File: src/rtl/otter_fetch_pkg.sv
// Shared types and constants for the Otter instruction fetch stage.
// State encodings, the default reset PC and small PC helpers live here.
package otter_fetch_pkg;

    localparam logic [31:0] DEFAULT_RESET_PC = 32'h0000_0000;
    localparam logic [31:0] INSTR_BYTES      = 32'd4;

    typedef enum logic [1:0] {
        FETCH_ST_FETCH = 2'd0,
        FETCH_ST_HOLD  = 2'd1,
        FETCH_ST_FLUSH = 2'd2,
        FETCH_ST_FAULT = 2'd3
    } fetch_state_e;

    function automatic logic is_misaligned(input logic [31:0] addr);
        return addr[1:0] != 2'b00;
    endfunction

    // 32-bit modulo increment: 32'hFFFF_FFFC wraps to 0.
    function automatic logic [31:0] next_pc(input logic [31:0] addr);
        return addr + INSTR_BYTES;
    endfunction

endpackage

File: src/rtl/otter_fetch.sv
// Otter instruction fetch: single-outstanding word reads from instruction memory,
// one registered instruction slot toward decode, and a redirect port that flushes.
module otter_fetch
    import otter_fetch_pkg::*;
#(
    parameter logic [31:0] RESET_PC = DEFAULT_RESET_PC
) (
    input  logic         i_clk,
    input  logic         i_rst,
    output logic         o_imem_req,
    output logic [31:0]  o_imem_addr,
    input  logic         i_imem_ack,
    input  logic [31:0]  i_imem_rdata,
    output logic         o_instrn_valid,
    input  logic         i_ready,
    output logic [31:0]  o_instrn,
    output logic [31:0]  o_pc,
    input  logic         i_redirect,
    input  logic [31:0]  i_redirect_pc,
    output logic         o_fault,
    output fetch_state_e o_state
);

    // Handshakes:
    //   imem:   o_imem_req/o_imem_addr hold steady until i_imem_ack; a request is never withdrawn.
    //   decode: an instruction transfers on o_instrn_valid & i_ready; the slot is stable otherwise.

    fetch_state_e state;
    logic [31:0]  pc;
    logic [31:0]  req_addr;
    logic         flush_to_fault;

    logic         hold_take;
    logic         mem_ack;
    logic         target_bad;
    logic [31:0]  req_next;

    assign hold_take   = (state == FETCH_ST_HOLD) && i_ready && !i_redirect;
    assign o_imem_req  = !i_rst && ((state == FETCH_ST_FETCH) ||
                                    (state == FETCH_ST_FLUSH) || hold_take);
    assign o_imem_addr = req_addr;
    assign mem_ack     = o_imem_req && i_imem_ack;
    assign target_bad  = is_misaligned(i_redirect_pc);
    assign req_next    = next_pc(req_addr);
    assign o_state     = state;

    always_ff @(posedge i_clk) begin
        if (i_rst) begin
            state          <= FETCH_ST_FETCH;
            pc             <= RESET_PC;
            req_addr       <= RESET_PC;
            flush_to_fault <= 1'b0;
            o_instrn_valid <= 1'b0;
            o_instrn       <= 32'd0;
            o_pc           <= RESET_PC;
            o_fault        <= 1'b0;
        end else begin
            case (state)
                FETCH_ST_FETCH: begin
                    if (i_redirect) begin
                        o_instrn_valid <= 1'b0;
                        pc             <= i_redirect_pc;
                        if (mem_ack) begin
                            // Returned word belongs to the old path; drop it.
                            req_addr <= i_redirect_pc;
                            state    <= target_bad ? FETCH_ST_FAULT : FETCH_ST_FETCH;
                            o_fault  <= target_bad;
                        end else begin
                            flush_to_fault <= target_bad;
                            state          <= FETCH_ST_FLUSH;
                        end
                    end else if (mem_ack) begin
                        o_instrn       <= i_imem_rdata;
                        o_pc           <= req_addr;
                        o_instrn_valid <= 1'b1;
                        req_addr       <= req_next;
                        pc             <= req_next;
                        state          <= FETCH_ST_HOLD;
                    end
                end

                FETCH_ST_HOLD: begin
                    if (i_redirect) begin
                        o_instrn_valid <= 1'b0;
                        pc             <= i_redirect_pc;
                        req_addr       <= i_redirect_pc;
                        state          <= target_bad ? FETCH_ST_FAULT : FETCH_ST_FETCH;
                        o_fault        <= target_bad;
                    end else if (i_ready) begin
                        // Slot consumed; the request at pc went out this same cycle.
                        if (mem_ack) begin
                            o_instrn       <= i_imem_rdata;
                            o_pc           <= req_addr;
                            o_instrn_valid <= 1'b1;
                            req_addr       <= req_next;
                            pc             <= req_next;
                        end else begin
                            o_instrn_valid <= 1'b0;
                            state          <= FETCH_ST_FETCH;
                        end
                    end
                end

                FETCH_ST_FLUSH: begin
                    if (i_redirect) begin
                        pc <= i_redirect_pc;
                        if (mem_ack) begin
                            req_addr <= i_redirect_pc;
                            state    <= target_bad ? FETCH_ST_FAULT : FETCH_ST_FETCH;
                            o_fault  <= target_bad;
                        end else begin
                            flush_to_fault <= target_bad;
                        end
                    end else if (mem_ack) begin
                        req_addr <= pc;
                        state    <= flush_to_fault ? FETCH_ST_FAULT : FETCH_ST_FETCH;
                        o_fault  <= flush_to_fault;
                    end
                end

                FETCH_ST_FAULT: begin
                    if (i_redirect) begin
                        pc <= i_redirect_pc;
                        if (!target_bad) begin
                            req_addr <= i_redirect_pc;
                            state    <= FETCH_ST_FETCH;
                            o_fault  <= 1'b0;
                        end
                    end
                end

                default: begin
                    state <= FETCH_ST_FETCH;
                end
            endcase
        end
    end

endmodule
File: config.mk
export PLATFORM = sky130hd
export DESIGN_NAME = otter_fetch
export DESIGN_NICKNAME = d
export VERILOG_FILES = /design/src/rtl/otter_fetch_pkg.sv /design/src/rtl/otter_fetch.sv
export SDC_FILE = /design/constraint.sdc
export NUM_CORES = 1
export LEC_CHECK = 0
export ABC_AREA = 1
export CORE_MARGIN = 8
export CORE_UTILIZATION = 25
export CTS_BUF_LIST = sky130_fd_sc_hd__clkbuf_8
export DETAILED_ROUTE_END_ITERATION = 10
export GPL_TIMING_DRIVEN = 1
export PLACE_DENSITY = 0.54
export SETUP_SLACK_MARGIN = 0.1
export SLEW_MARGIN = 20
export SYNTH_ARGS = -nofsm -noshare
export SYNTH_HDL_FRONTEND = slang
export SYNTH_SLANG_ARGS = --single-unit
File: constraint.sdc
create_clock -name i_clk -period 3.3 [get_ports i_clk]
set_input_delay 0.495 -clock i_clk [delete_from_list [all_inputs] [get_ports i_clk]]
set_output_delay 0.495 -clock i_clk [all_outputs]
set_load 0.05 [all_outputs]
* Yosys cells after proc, flatten, opt, wreduce, memory -nomap -nowiden
Cells that the tools add are included.
** Operators by class
- Add/subtract/negate cells :: 1
- Equal/unequal tests :: 16
- Mux-type cells :: 54
- Bitwise logic cells :: 1
- Reduce and logical (&&, ||, !) cells :: 20
** Operator list (count)
- 2-to-1 mux 32 bit :: 22
- one-hot mux 32 bit (2 select lines) :: 2
- one-hot mux 32 bit (4 select lines) :: 1
- one-hot mux 32 bit (3 select lines) :: 1
- adder 32 x 3 -> 32 bit, second input constant :: 1
- 2-to-1 mux 2 bit :: 13
- != test 2 bit, second input constant :: 8
- 2-to-1 mux 1 bit :: 12
- != test 3 bit, second input constant :: 4
- one-hot mux 2 bit (4 select lines) :: 1
- AND reduction 4 bit :: 2
- AND reduction 3 bit :: 2
- AND reduction 6 bit :: 1
- AND reduction 5 bit :: 1
- equality test 2 bit, second input constant :: 2
- logical AND 1 bit :: 4
- one-hot mux 1 bit (4 select lines) :: 1
- nonzero test 2 bit :: 2
- OR reduction 2 bit :: 2
- equality test 2 x 1 -> 1 bit, second input constant :: 1
- zero test 1 bit :: 2
- zero test 2 bit :: 1
- logical OR 1 bit :: 2
- != test 2 x 1 -> 1 bit, second input constant :: 1
- 3 further kinds :: 3
** Storage, ports and cells
- Register bits after elaboration :: 133
- Input port bits :: 69
- Output and inout bits :: 101

* Depth between registers and ports, before layout
Gate-level depths: netlist of the first run.
- Depth in word-level cells :: 10
- Depth in mapped cells :: 15
- Gate-level depth less buffers :: 14

* Worst setup path before layout of the first run
No wires, ideal clock.
- Path type :: register -> output
- Start :: reg state[1] (netlist: o_state[1])
- End :: out o_imem_req
- Arrival :: 2041 ps
- Data required time :: 2805 ps
- Slack :: 764 ps
- Stages on the path, launching flop included :: 6
- Path buffers :: 2
- Path through :: dfxtp_1 -> buf_2 -> nor2_1 -> clkbuf_1 -> a21oi_1 -> nor2_1
** On the way
- Cells in the longest elaborated chain, start to end :: 5
- Elaborated cells between the ends (all ways) :: 8
** RTL lines
- start, declared :: RTL line otter_fetch.sv:28 : fetch_state_e state;
- start signal, assigned :: RTL line otter_fetch.sv:66 : state <= target_bad ? FETCH_ST_FAULT : FETCH_ST_FETCH;
- start signal, assigned :: RTL line otter_fetch.sv:87 : state <= target_bad ? FETCH_ST_FAULT : FETCH_ST_FETCH;
- start signal, assigned :: RTL line otter_fetch.sv:109 : state <= target_bad ? FETCH_ST_FAULT : FETCH_ST_FETCH;
- equality test 2 x 1 -> 1 bit :: RTL line otter_fetch.sv:38 : assign hold_take = (state == FETCH_ST_HOLD) && i_ready && !i_redirect;
- logical AND 1 bit (2 in series) :: RTL line otter_fetch.sv:38
- logical OR 1 bit (*) :: RTL line otter_fetch.sv:40 : (state == FETCH_ST_FLUSH) || hold_take);
- logical AND 1 bit (*) :: RTL line otter_fetch.sv:39 : assign o_imem_req = !i_rst && ((state == FETCH_ST_FETCH) ||
- end, declared :: RTL line otter_fetch.sv:10 : output logic o_imem_req,
Mark *: on every way between the ends. The rest lies on a longest branch, timed or not.

* Final worst setup path of the first run
- Start :: in i_redirect
- End :: out o_imem_req
** On the way
- Cells in the longest elaborated chain, start to end :: 4
** RTL lines
- start, declared :: RTL line otter_fetch.sv:18 : input logic i_redirect,
- zero test 1 bit :: RTL line otter_fetch.sv:38
- logical AND 1 bit :: RTL line otter_fetch.sv:38
- logical OR 1 bit :: RTL line otter_fetch.sv:40
- logical AND 1 bit :: RTL line otter_fetch.sv:39
Every way passes these cells.

==> flow_metrics.tcl, run 1 <==
set metrics [dict create \
    status "finished clean" \
    cpPeakStageDelay_ps 350 \
    hold_viol 0 \
    layout_setup_ws_ps 687 \
    cts-root-buf "clkbuf_8" \
    async_reset_ff_share_pct 0 \
    die_h_um 198 \
    netlist_top_cells_area "dfxtp_1 32%, nand2_1 22%, a21oi_1 11%" \
    design_area_um2 10700 \
    post_layout_nonfiller_instances 1973 \
    maxSlewHeadroom_pct 40.0 \
    hold_buffers 0 \
    maxSlewViolCount 0 \
    postSynthAreaPerCell_um2 5.95 \
    io_pins 170 \
    antennaDiodeCount 0 \
    max-cap-violations 0 \
    place.gp.congestion 0.873 \
    timing.setup.tns_ps 0 \
    min_period_over_period_pct 79.2 \
    grt_max_degree 74 \
    drt-total-wl_um 34600 \
    h-tree-depth 4 \
    first_iter_violations 776 \
    die-area_um2 39200 \
    final-setup-viol-count 0 \
    vdd.ir_drop.worst_mv 0.410 \
    critPathLaunchType "input port" \
    crit_start "i_redirect" \
    routed_via_density 4.86 \
    cts_setup_buffers 0 \
    first_pass_iters 6 \
    timing.fmax_ghz 0.383 \
    synth_edf_count 0 \
    synthTopCellsByCount "484 x nand2_1, 176 x a21oi_1, 165 x nor2_1, 133 x dfxtp_1, 101 x o21ai_0" \
    placed_cells 1941 \
    cp_common_cell "buf_4" \
    critPathKind "in2out" \
    reg2reg_slack_ps 730 \
    initial_core_util_pct 25.4 \
    cts_resized 0 \
    grt_pass1_vias 9349 \
    syn_inst 1392 \
    crit_required_ps 2800 \
    drc 0 \
    dpl_cell_area_um2 10300 \
    min_path_type "reg2reg" \
    die_x_um 198 \
    synth_flop_cell "dfxtp_1" \
    coreArea_um2 32600 \
    max_slew.worst_pin.slew_ps 899 \
    worstPathArrival_ps 2120 \
    worst_setup_path_end_kind "output port" \
    nets 1588 \
    cts_tree "done" \
    clkTransAtPathRegs_ps 80 \
    grt_use_total_pct 17.4 \
    port_buffers 169 \
    numCtsBuffers 17 \
    path_cells "buf_2 -> buf_4 -> nor2_2 -> buf_4 -> a21oi_1 -> nor2_1 -> buf_4" \
    yosys.area.top_type "dfxtp_1" \
    syn_nets 1462 \
    post_drt_wl_per_cell_um 17.5 \
    antenna_left 0 \
    overflow 0 \
    num_rows 66 \
    via_count 9582 \
    ys_ff_latch 133 \
    leakage_uw 0.00446 \
    antenna_found_initial 0 \
    dp_hpwl_um 23700 \
    dp_worst_setup_slack_ps 436 \
    area_growth_pct 28.9 \
    skew_ps 16.3 \
    cts_sinks 133 \
    grt_pass1_wl_um 53800 \
    rsz0062_at_grt "false" \
    fin_crit_ps 2610 \
    yosys_warnings 0 \
    crit_slowest_cell "buf_4" \
    insertion_delay_ps 460 \
    drive_gt1_share_pct 5.42 \
    yosysTopAreaCellShare_pct 32.1 \
    pwr_density_cell_nw_per_um2 850 \
    r2r-start "o_imem_addr[3]$_SDFFE_PP0P_" \
    cts.path.max_buffers 2 \
    worstPathMaxFanout 54 \
    synth.most_common_cell "nand2_1" \
    ys_types 33 \
    seq_area_frac_synth_pct 32.1 \
    synthesis.area_um2 8280 \
    hold_start "pc[9]$_SDFFE_PP0P_" \
]
==> flip-flops by register name, summed over array words and instances, names as in the netlist <==
register / flops
o_imem_addr: 32
o_instrn: 32
flush_to_fault: 1
pc: 32
o_fault: 1
o_instrn_valid: 1
o_state: 2
o_pc: 32
==> logic make-up after synthesis <==
group	count (synthesis)	share of synthesized area, %
buf+inv	168	9.02
fa+ha+maj	1	0.151
compound gates	332	21.1
xor+xnor	11	1.16
simple gates	747	36.4
flops	133	32.1
==> layout by cell type (no fill, tap or decap), types with 2 or more instances in the layout <==
cell and count:
buf_12 2, inv_8 2, a211oi_1 6, and2_1 5, dfxtp_1 133, nand2_2 2, clkdlybuf4s50_1 166, nor2_2 7
nand4_1 4, and3_1 2, inv_6 6, nand3b_1 4, nor2_4 3, clkbuf_8 18, o21ai_0 101, buf_2 2
a21oi_1 176, inv_4 2, xor2_1 11, nand2_4 2, nor2_1 163, clkinvlp_4 5, o21ai_1 16, inv_1 74
o211ai_1 23, nand3_1 69, buf_4 21, inv_2 6, a31oi_1 9, nand2_1 484
==> where the power goes <==
part           leakage, µW  total [µW]  switching [µW]  internal [µW]
Sequential         0.00109        2400             445           1960
Combinational      0.00319        5260            3600           1660
Clock             0.000183        1420             778            638
==> critical path, delay by kind of cell <==
family                 cells  cell delay, ps
AO/OA/AOI/OAI              1              90
buffers and inverters      4            1010
AND/OR/NAND/NOR            2             480
==> per-layer routing <==
layer  share of wire, %  GRT usage [%]  up-vias  routed length, µm
li1                   -              -     4769                  -
met1                 45           22.7     4345              15600
met2                 43           26.3      406              14800
met3                9.0           5.67       62               3100
met4                3.1           6.83        0               1060
met5                  0              0        -                  0
==> area by class of cell <==
class / instances / area [µm²]
timing repair buffer: 191 / 1870
inverter: 84 / 327
sequential: 133 / 2660
clock inverter: 14 / 143
fill: 3582 / 21900
tap: 442 / 553
clock buffer: 18 / 248
multi-input combinational: 1091 / 4880
==> worst paths after layout <==
check	to	depth (start not counted)
setup / recovery	o_imem_req	7
setup reg to reg	o_imem_addr[18]$_SDFFE_PP0P_	12
hold / removal	pc[9]$_SDFFE_PP0P_	2
hold reg to reg	pc[9]$_SDFFE_PP0P_	2
==> through the flow <==
step,total power [µW],util [%],hold WS [ps]
after floorplan,5950,-,444
after global placement,7620,31.5,453
after detailed placement,7640,31.5,455
after CTS,9090,32.7,468
after global routing,9740,32.7,482
final,9080,32.7,468
Power figures use the tool's default switching activity.
==> run 2: changes to the inputs <==
--- a/config.mk
+++ b/config.mk
@@ -11,7 +11,7 @@
 export CTS_BUF_LIST = sky130_fd_sc_hd__clkbuf_8
 export DETAILED_ROUTE_END_ITERATION = 10
 export GPL_TIMING_DRIVEN = 1
-export PLACE_DENSITY = 0.54
+export PLACE_DENSITY = 0.55
 export SETUP_SLACK_MARGIN = 0.1
 export SLEW_MARGIN = 20
 export SYNTH_ARGS = -nofsm -noshare
==> constraint.sdc (replaced) <==
create_clock -name i_clk -period 2.2 [get_ports i_clk]
set_input_delay 0.33 -clock i_clk [delete_from_list [all_inputs] [get_ports i_clk]]
set_output_delay 0.33 -clock i_clk [all_outputs]
set_load 0.05 [all_outputs]
==> run 2 against run 1 <==
  * Hold slack worse by 180 ps
  * Wire length is 1.5% higher
  * Clock power is 51% higher
  * Utilization is 1.9 points higher
  * Power is 55% higher
  * Global-route usage is 0.36 points higher
  * Register-to-register slack worse by 440 ps
  * Worst setup slack worse by 530 ps
  * Clock skew is 4.6 ps lower
  * Sequential share of layout area is 1.3 points lower
  * Final cell count is 3.1% higher
  * Via count is 3.3% higher
  * Largest power group unchanged
  * Highest routed layer is now met5
==> flow_metrics.tcl, run 2 (same netlist as run 1, synthesis figures left out) <==
set metrics [dict create \
    maxSlewHeadroom_pct 46.8 \
    max-cap-violations 0 \
    drive_gt1_share_pct 10.2 \
    die-area_um2 39200 \
    critPathLaunchType "flop" \
    nets 1649 \
    cts.path.max_buffers 2 \
    clockPowerShare_pct 15.3 \
    num_rows 66 \
    min_period_over_period_pct 92.7 \
    min_path_type "in2reg" \
    p_sw_uw 7300 \
    critPathKind "reg2out" \
    p_sw_share_pct 52.0 \
    fillers 3523 \
    io_pins 170 \
    initial_core_util_pct 25.4 \
    post_drt_wl_per_cell_um 17.2 \
    grt_pass1_wl_um 54700 \
    maxSlewViolCount 0 \
    drt-total-wl_um 35100 \
    pwr_density_cell_nw_per_um2 1240 \
    total_power_uw 14000 \
    intPower_uw 6740 \
    path_delay_family "buffers and inverters" \
    die_h_um 198 \
    crit_slowest_cell "clkdlybuf4s50_1" \
    grt_pass1_vias 9692 \
    antenna_found_initial 1 \
    dpl_cell_area_um2 10900 \
    cts_tree "done" \
    final-setup-viol-count 0 \
    grt_use_total_pct 17.8 \
    crit_required_ps 1870 \
    max_slew.worst_pin.slew_ps 798 \
    port_buffers 169 \
    grt_max_degree 63 \
    rsz0062_at_grt "false" \
    pwr-share-seq_pct 24.5 \
    combinationalPowerShare_pct 60.1 \
    place.gp.congestion 0.881 \
    worstPathArrival_ps 1710 \
    routed_via_density 4.86 \
    path_buf_inv 1 \
    leakage_uw 0.00499 \
    status "finished clean" \
    clkTransAtPathRegs_ps 90 \
    insertion_delay_ps 470 \
    drc 0 \
    crit_start "o_imem_addr[28]$_SDFFE_PP0P_" \
    timing.setup.tns_ps 0 \
    coreArea_um2 32600 \
    design_area_um2 11300 \
    cpPeakStageDelay_ps 840 \
    worst_setup_path_end_kind "output port" \
    final_cell_mix "481 x nand2_1, 176 x a21oi_1, 156 x nor2_1" \
    via_count 9894 \
    worstPathMaxFanout 3 \
    hold_viol 0 \
    cts-root-buf "clkbuf_8" \
    hold_start "i_rst" \
    r2r-start "o_state[0]$_SDFFE_PP0P_" \
    cts_sinks 133 \
    antenna_left 0 \
    path_cells "clkdlybuf4s50_1" \
    cts_setup_buffers 0 \
    h-tree-depth 4 \
    skew_ps 11.6 \
    timing.fmax_ghz 0.490 \
    vdd.ir_drop.worst_mv 0.567 \
    placed_cells 2002 \
    die_x_um 198 \
    numCtsBuffers 17 \
    post_layout_nonfiller_instances 2034 \
    overflow 0 \
    antennaDiodeCount 0 \
    final_common_cell "nand2_1" \
    first_pass_iters 8 \
    dp_hpwl_um 25200 \
    first_iter_violations 621 \
    fin_crit_ps 2040 \
    area_growth_pct 36.4 \
]
==> run 2: cell count changes in the layout (fill, tap and decap cells not counted), sizes merged <==
cell           before  now
buf                25   90
bufinv              1    2
clkbuf             18   17
clkdlybuf4s50     166  134
clkinv              2    3
clkinvlp            5    3
dlygate4sd2         0   25
dlymetal6s2s        0    3
inv                90   91
==> run 2: timing repair <==
action,CTS,global route
setup endpoints to repair,25,21
gates cloned,0,0
gates resized for setup,25,20
hold buffers,0,0
==> run 2: power by group through the flow <==
stage	combinational, µW	sequential, µW	clock, µW
2_1_floorplan	4110	4840	0
3_3_place_gp	8460	3470	0
3_5_place_dp	8500	3480	0
4_1_cts	8390	3430	2220
5_1_grt	9260	3510	2320
6_report	8440	3440	2150
==> run 2: cell type report <==
cell class | count | area, µm² | area share [%]
clock buffers | 17 | 234 | 2.07
clock inverters | 15 | 156 | 1.38
inverters | 84 | 325 | 2.88
multi-input cells | 1091 | 4930 | 43.6
flip-flops and latches | 133 | 2670 | 23.6
well taps | 442 | 553 | 4.90
repair buffers | 252 | 2430 | 21.5
==> run 2: worst register-to-register path: stages, from the launching register on <==
cell and delay [ps]:
dfxtp_1 450, buf_4 260, nand2_1 450, o21ai_0 320, inv_1 60, nand3_1 80
nand2_1 60, a21oi_1 140
==> run 2: metrics by stage <==
| stage | worst slack, ps | hold slack (ps) | util (%) |
|---|---|---|---|
| final | 161 | 288 | 34.6 |
| after global routing | 101 | 279 | 34.6 |
| after CTS | 103 | 269 | 34.5 |
| after detailed placement | -32.9 | 455 | 33.4 |
| after global placement | 0.512 | 451 | 33.4 |
| after floorplan | 112 | 444 | - |
==> run 2: final timing paths <==
check / endpoint / slack, ps / cells past startpoint
setup / recovery: o_imem_addr[28] / 160 / 1
setup reg to reg: o_imem_addr[9]$_SDFFE_PP0P_ / 290 / 7
hold / removal: o_instrn_valid$_SDFFE_PP0P_ / 290 / 3
hold reg to reg: o_instrn_valid$_SDFFE_PP0P_ / 470 / 2
==> run 2: metal layers <==
layer	share of wire [%]	vias up	track usage [%]
met2	45	395	28.7
met5	0.034	-	0
met3	9.0	49	5.57
met1	44	4551	22.2
li1	-	4897	-
met4	2.0	2	5.86
==> run 3: changes to the inputs <==
--- a/config.mk
+++ b/config.mk
@@ -10,6 +10,7 @@
 export CORE_UTILIZATION = 25
 export CTS_BUF_LIST = sky130_fd_sc_hd__clkbuf_8
 export DETAILED_ROUTE_END_ITERATION = 10
+export GPL_ROUTABILITY_DRIVEN = 0
 export GPL_TIMING_DRIVEN = 1
 export PLACE_DENSITY = 0.55
 export SETUP_SLACK_MARGIN = 0.1
==> results of run 3 <==
Same layout as run 2: the final DEF is identical, and so are final timing and power.
